==> src/rtl/timer_nch.sv <==
// timer_nch: N-channel down-counting timer/PWM unit on a word-addressed bus.
// Each channel has a prescaler and three counting modes: one-shot, auto-reload and PWM.
// Each channel also has a compare register, a sticky terminal flag and a maskable interrupt.
// Ports:
//   i_clk      system clock, rising edge
//   i_rst_n    asynchronous active-low reset
//   i_we       one-cycle write strobe
//   i_addr     word address: channel = addr[AW-1:2], register = addr[1:0]
//   i_wdata    write data
//   o_rdata    combinational read data (CTRL/LOAD/CMP/COUNT)
//   o_irq      per-channel interrupt = FLAG & IE
//   o_cnt_out  per-channel registered waveform output
module timer_nch #(
    parameter int CH      = 4,
    parameter int WIDTH   = 32,
    parameter int PRESC_W = 16,
    parameter int AW      = $clog2(CH) + 2
) (
    input  logic          i_clk,
    input  logic          i_rst_n,
    input  logic          i_we,
    input  logic [AW-1:0] i_addr,
    input  logic [31:0]   i_wdata,
    output logic [31:0]   o_rdata,
    output logic [CH-1:0] o_irq,
    output logic [CH-1:0] o_cnt_out
);
    logic [AW-1:0] w_ch;
    logic [31:0]   w_rd [CH][4];

    assign w_ch = i_addr >> 2;

    // Addresses that decode to a channel >= CH match no entry and read 0.
    always_comb begin
        o_rdata = '0;
        for (int k = 0; k < CH; k++)
            if (w_ch == AW'(k)) o_rdata = w_rd[k][i_addr[1:0]];
    end

    genvar c;
    for (c = 0; c < CH; c++) begin : g_ch
        logic               r_en, r_ie, r_flag, r_out;
        logic [1:0]         r_mode;
        logic [PRESC_W-1:0] r_presc, r_pcnt;
        logic [WIDTH-1:0]   r_load, r_cmp, r_count;
        logic               w_sel, w_ctrl_wr, w_load_wr, w_cmp_wr;
        logic               w_tick, w_zero, w_term, w_out_nx;
        logic [WIDTH-1:0]   w_wd, w_next;
        logic [PRESC_W-1:0] w_pcnt_nx;

        assign w_sel     = i_we && (w_ch == AW'(c));
        assign w_ctrl_wr = w_sel && (i_addr[1:0] == 2'd0);
        assign w_load_wr = w_sel && (i_addr[1:0] == 2'd1);
        assign w_cmp_wr  = w_sel && (i_addr[1:0] == 2'd2);
        assign w_wd      = i_wdata[WIDTH-1:0];

        // A LOAD write on the same edge swallows the tick entirely.
        // Hold mode never ticks.
        assign w_tick = r_en && (r_mode != 2'd3) && (r_pcnt == r_presc) && !w_load_wr;
        assign w_zero = (r_count == '0);
        assign w_next = w_zero ? ((r_mode == 2'd0) ? '0 : r_load) : r_count - 1'b1;
        // One-shot terminates on 1->0 or when ticked at 0; reload modes terminate at 0.
        assign w_term = w_tick && ((r_mode == 2'd0) ? (w_zero || r_count == WIDTH'(1)) : w_zero);
        assign w_out_nx = (r_mode == 2'd2) ? (w_next < r_cmp) :
                          w_term ? ((r_mode == 2'd0) ? 1'b1 : ~r_out) : r_out;
        assign w_pcnt_nx = (w_ctrl_wr || w_load_wr || !r_en) ? '0 :
                           (r_mode == 2'd3) ? r_pcnt :
                           (r_pcnt == r_presc) ? '0 : r_pcnt + 1'b1;

        always_ff @(posedge i_clk or negedge i_rst_n) begin
            if (!i_rst_n) begin
                r_en    <= 1'b0;
                r_ie    <= 1'b0;
                r_flag  <= 1'b0;
                r_out   <= 1'b0;
                r_mode  <= '0;
                r_presc <= '0;
                r_pcnt  <= '0;
                r_load  <= '0;
                r_cmp   <= '0;
                r_count <= '0;
            end else begin
                if (w_ctrl_wr) begin
                    r_en    <= i_wdata[0];
                    r_mode  <= i_wdata[2:1];
                    r_ie    <= i_wdata[3];
                    r_presc <= i_wdata[8 +: PRESC_W];
                end
                if (w_term && r_mode == 2'd0) r_en <= 1'b0;
                if (w_load_wr) r_load <= w_wd;
                if (w_cmp_wr) r_cmp <= w_wd;
                // Terminal-count set beats a same-edge clear.
                if (w_term) r_flag <= 1'b1;
                else if (w_ctrl_wr && i_wdata[31]) r_flag <= 1'b0;
                r_pcnt <= w_pcnt_nx;
                if (w_load_wr) begin
                    r_count <= w_wd;
                    r_out   <= (r_mode == 2'd2) && (w_wd < r_cmp);
                end else if (w_tick) begin
                    r_count <= w_next;
                    r_out   <= w_out_nx;
                end
            end
        end

        assign w_rd[c][0] = (32'(r_presc) << 8) | {r_flag, 27'd0, r_ie, r_mode, r_en};
        assign w_rd[c][1] = 32'(r_load);
        assign w_rd[c][2] = 32'(r_cmp);
        assign w_rd[c][3] = 32'(r_count);
        assign o_irq[c]     = r_flag & r_ie;
        assign o_cnt_out[c] = r_out;
    end
endmodule

==> config.mk <==
export PLATFORM = sky130hd
export DESIGN_NAME = timer_nch
export DESIGN_NICKNAME = d
export VERILOG_FILES = /design/src/rtl/timer_nch.sv
export SDC_FILE = /design/constraint.sdc
export NUM_CORES = 2
export LEC_CHECK = 0
export ABC_CLOCK_PERIOD_IN_PS = 4400
export CAP_MARGIN = 20
export CORE_MARGIN = 2
export CORE_UTILIZATION = 64
export DETAILED_ROUTE_END_ITERATION = 10
export GPL_TIMING_DRIVEN = 1
export HOLD_SLACK_MARGIN = 0.06
export PLACE_DENSITY = 0.88
export SYNTH_ARGS = -nofsm -noshare
export SYNTH_HDL_FRONTEND = slang
export SYNTH_SLANG_ARGS = --single-unit
==> constraint.sdc <==
create_clock -name i_clk -period 4.4 [get_ports i_clk]
set_clock_uncertainty 0.05 [all_clocks]
set_input_delay 0.66 -clock i_clk [delete_from_list [all_inputs] [get_ports i_clk]]
set_output_delay 0.66 -clock i_clk [all_outputs]
set_load 0.02 [all_outputs]
==> results.md <==
- Net count of the mapped netlist: approximately 4,200
- Yosys warns: 0
- Wire per inst: 27.21 um
- Final setup fails: 1
- CTS buffer count: between 50 and 60
- Fin util: 0.7293
- Total global-route track usage: 0.4535
- Req. time, crit path: approximately 4.9 ns
- First-pass GRT wire length: between 150,000 and 200,000 um
- First DRT Iteration DRCs: approximately 5,200
- Status: complete, but fails checks
- Fin worst setup slack: -0.09273 ns
- Setup slack at placement: -0.003008 ns
- TritonCTS clock tree: done
- Reg2Reg Setup Slack: -0.09 ns
- Critical path class: reg2reg
- Share of power burned in registers: 0.370
- Max-cap violations: 0
- H-tree levels: 2
- Max Slew Vio Count: 0
- EDFF count, synth: 0
- Seq/Total Area, Yosys: 0.3727
- GP Congestion: 1.087
- Post-CTS Hold Fix Bufs: 0
- Die area: around 58,000 sq um
- Initial antenna violation count: 15
- Pre-antenna DRT Iters: 7
- DRC Markers: 0
- Combinational power share: 0.379
- Max frequency: between 0.2 and 0.25 GHz
- Clock Sinks: approximately 540
- Sw Share: 0.4026
- Startpoint types: register
- Reg2reg start: g_ch[1].r_count[11]
- Synth async-reset ratio: 1.000
- Max Buffers Root-to-Sink: 3
- Cells on worst reg2reg path: 13
- Vias per std cell: 7.100
- Initial Utilization: 0.6506
- Critical path data arrival time: about 5 ns
- Global route overflow: 0
- Terminus of the critical flop-to-flop path: g_ch[1].r_out
- Post-Route WL: roughly 130,000 um
- Antenna Nets Post-Route: 0
- Avg Cell Area, Syn: around 9 sq um
- Library cells used by synthesis: 76
- Via count: ~34,000
- Synth Register Bits: around 540
- Worst-Margin Slew: about 1.1 ns
- Design Power: roughly 0.020 W
- Post-synth top flop: dfrtp_1
- Synth Instances: 3,928
- Psw: about 0.0082 W
- Max FO, Critical Path: 6
- Max-slew headroom: 0.2605
- CTS Root Cell: clkbuf_16
- Row cnt: between 80 and 90
- Crit end category: register
- Placed wire-length estimate: 93,660 um
- Die Ht: about 240 um
- Failing checks: setup timing
- Core Area: around 55,000 sq um
- Clock power share: 0.251
- Unrepaired setup endpoints after global routing: yes
- Pin count of the biggest net entering global routing: 105
- Crit path time final: roughly 4.5 ns
- Final Hold Vio Count: 0
- Period utilization: 1.021
- Ports: ~80
- Nets: 4,299
- Internal power: around 0.012 W
- Layout cell share with drive strength beyond 1: 0.1309
- Power Dens Cells: slightly above 500 nW/um^2
- Vias in the first global route: between 30,000 and 40,000
- VDD IR max: about 0.46 mV
- Die Wd: about 240 um
- Commonest cells after routing, fill and taps aside: nand2_1, dfrtp_1, o21ai_0, ha_1, a21oi_1
- Synth Cell Area: around 36,000 sq um
- Layout area overhead: 12.09%
- Clk_lat worst skew: 0.66 ns
- Leak: around 19 nW
- Clock-pin slew on the worst setup and hold paths: 0.06 ns
- Commonest non-fill, non-tap cell in the layout: nand2_1
- Input/output buffers: between 70 and 80
- Hold Crit Class: in2async
-- cell usage after synthesis (all sizes together) (6+ instances only) --
cell type / n / area, sq um
a211oi: 15 / 112.6
a21o: 31 / 232.7
a21oi: 258 / 1299
a221oi: 9 / 78.83
a22o: 8 / 70.07
a22oi: 14 / 105.1
a31o: 6 / 52.55
a31oi: 17 / 106.4
and2: 13 / 81.33
and3: 28 / 175.2
and4: 15 / 131.4
buf: 44 / 200.2
clkbuf: 200 / 759.5
dfrtp: 536 / 13410
ha: 264 / 3303
inv: 155 / 581.8
mux2: 83 / 934.7
mux2i: 146 / 1461
mux4: 114 / 2567
nand2: 686 / 2575
nand2b: 18 / 112.6
nand3: 91 / 455.4
nand3b: 9 / 67.56
nand4: 67 / 419.2
nor2: 149 / 559.3
nor2b: 13 / 81.33
nor3: 57 / 285.3
nor3b: 11 / 82.58
nor4: 66 / 425.4
o211ai: 6 / 45.04
o21a: 17 / 127.6
o21ai: 435 / 2181
o221ai: 6 / 52.55
o22ai: 10 / 62.56
o31a: 6 / 52.55
o31ai: 21 / 162.6
o41ai: 7 / 61.31
or2: 15 / 93.84
or3: 21 / 131.4
or4: 25 / 195.2
xnor2: 88 / 770.7
xor2: 97 / 849.6
-- worst max-delay path by stage --
stage	startpoint	end	slack (ns)	cells after the start
finish	g_ch[1].r_count[11]	g_ch[1].r_out	-0.09	13
global route	g_ch[1].r_count[11]	g_ch[1].r_out	-0.18	13
CTS	g_ch[1].r_count[11]	g_ch[1].r_out	0.09	16
detailed placement	g_ch[1].r_count[6]	g_ch[1].r_out	-0.003	13
global placement	g_ch[1].r_count[11]	g_ch[1].r_out	0.13	16
floorplan	g_ch[1].r_count[11]	g_ch[1].r_out	0.47	15
-- worst max-delay path, stage by stage (launching register included) --
cell      delay (ns)
dfrtp_1         0.44
or4_4           0.62
or4_4           0.64
or4_4           0.59
o21a_1          0.20
a21oi_2         0.17
ha_1            0.25
nand2_1         0.15
o21ai_0         0.17
a221oi_1        0.38
nand3_1         0.15
nor3_1          0.23
a31oi_1         0.11
a31oi_1         0.26
-- cells by family (layout without fill, tap and decap cells) --
group,count (synthesis),after routing,synth area share
compound gates,897,897,0.1412
xor+xnor,185,185,0.04503
fa+ha+maj,264,264,0.09179
buf+inv,399,511,0.04284
flops,536,536,0.3727
mux,343,343,0.1379
other cells,0,9,0
simple gates,1304,1305,0.1685
-- final cells by class --
class	count	area (sq um)
sequential	536	13410
multi-input combinational	2994	21200
fill	3822	14970
inverter	155	581.8
timing repair buffer	250	2242
clock buffer	82	1703
antenna	9	22.52
tap	748	935.9
clock inverter	24	241.5
-- sequential cells by signal, indices dropped and copies added (netlist names) --
name	count
g_ch.r_count	128
g_ch.r_en	4
g_ch.r_load	128
g_ch.r_pcnt	64
g_ch.r_mode	8
g_ch.r_out	4
g_ch.r_flag	4
g_ch.r_cmp	128
g_ch.r_presc	64
g_ch.r_ie	4
-- repair_timing --
| item | CTS | global route |
|---|---|---|
| buffers inserted | 0 | 3 |
| pin swaps | 0 | 1 |
| cloned | 0 | 1 |
| setup endpoints to repair | 1 | 4 |
| resized for setup | 1 | 13 |
-- layer usage --
| metal | share of wire | routed length [um] | track usage | vias to the layer above |
|---|---|---|---|---|
| met5 | 0.00041 | 54 | 0 | - |
| met4 | 0.090 | 11780 | 0.3217 | 8 |
| met3 | 0.17 | 21840 | 0.1864 | 818 |
| met2 | 0.40 | 52070 | 0.6254 | 2908 |
| met1 | 0.34 | 44830 | 0.5763 | 16040 |
| li1 | - | - | - | 14290 |
-- power by group through the flow --
stage / Combinational [W] / Sequential [W] / Clock [W]
after floorplan: 0.00495 / 0.00693 / 0
after global placement: 0.00695 / 0.00741 / 0
after detailed placement: 0.00721 / 0.00749 / 0
after CTS: 0.00731 / 0.00742 / 0.00509
after global routing: 0.00829 / 0.00763 / 0.00530
final: 0.00773 / 0.00754 / 0.00511
-- stage by stage --
stage               cells   TNS [ns]  hold slack [ns]  instance area, sq um
floorplan            3928          0           0.3144                 35980
global placement     4677          0           0.4263                 38240
detailed placement   4677  -0.003008           0.4352                 38240
CTS                  4783          0          0.07999                 40190
global route         4792    -0.1759           0.1026                 40320
finish               4798   -0.09273          0.02116                 40330
Note: power is estimated with default switching activity, not from simulation.
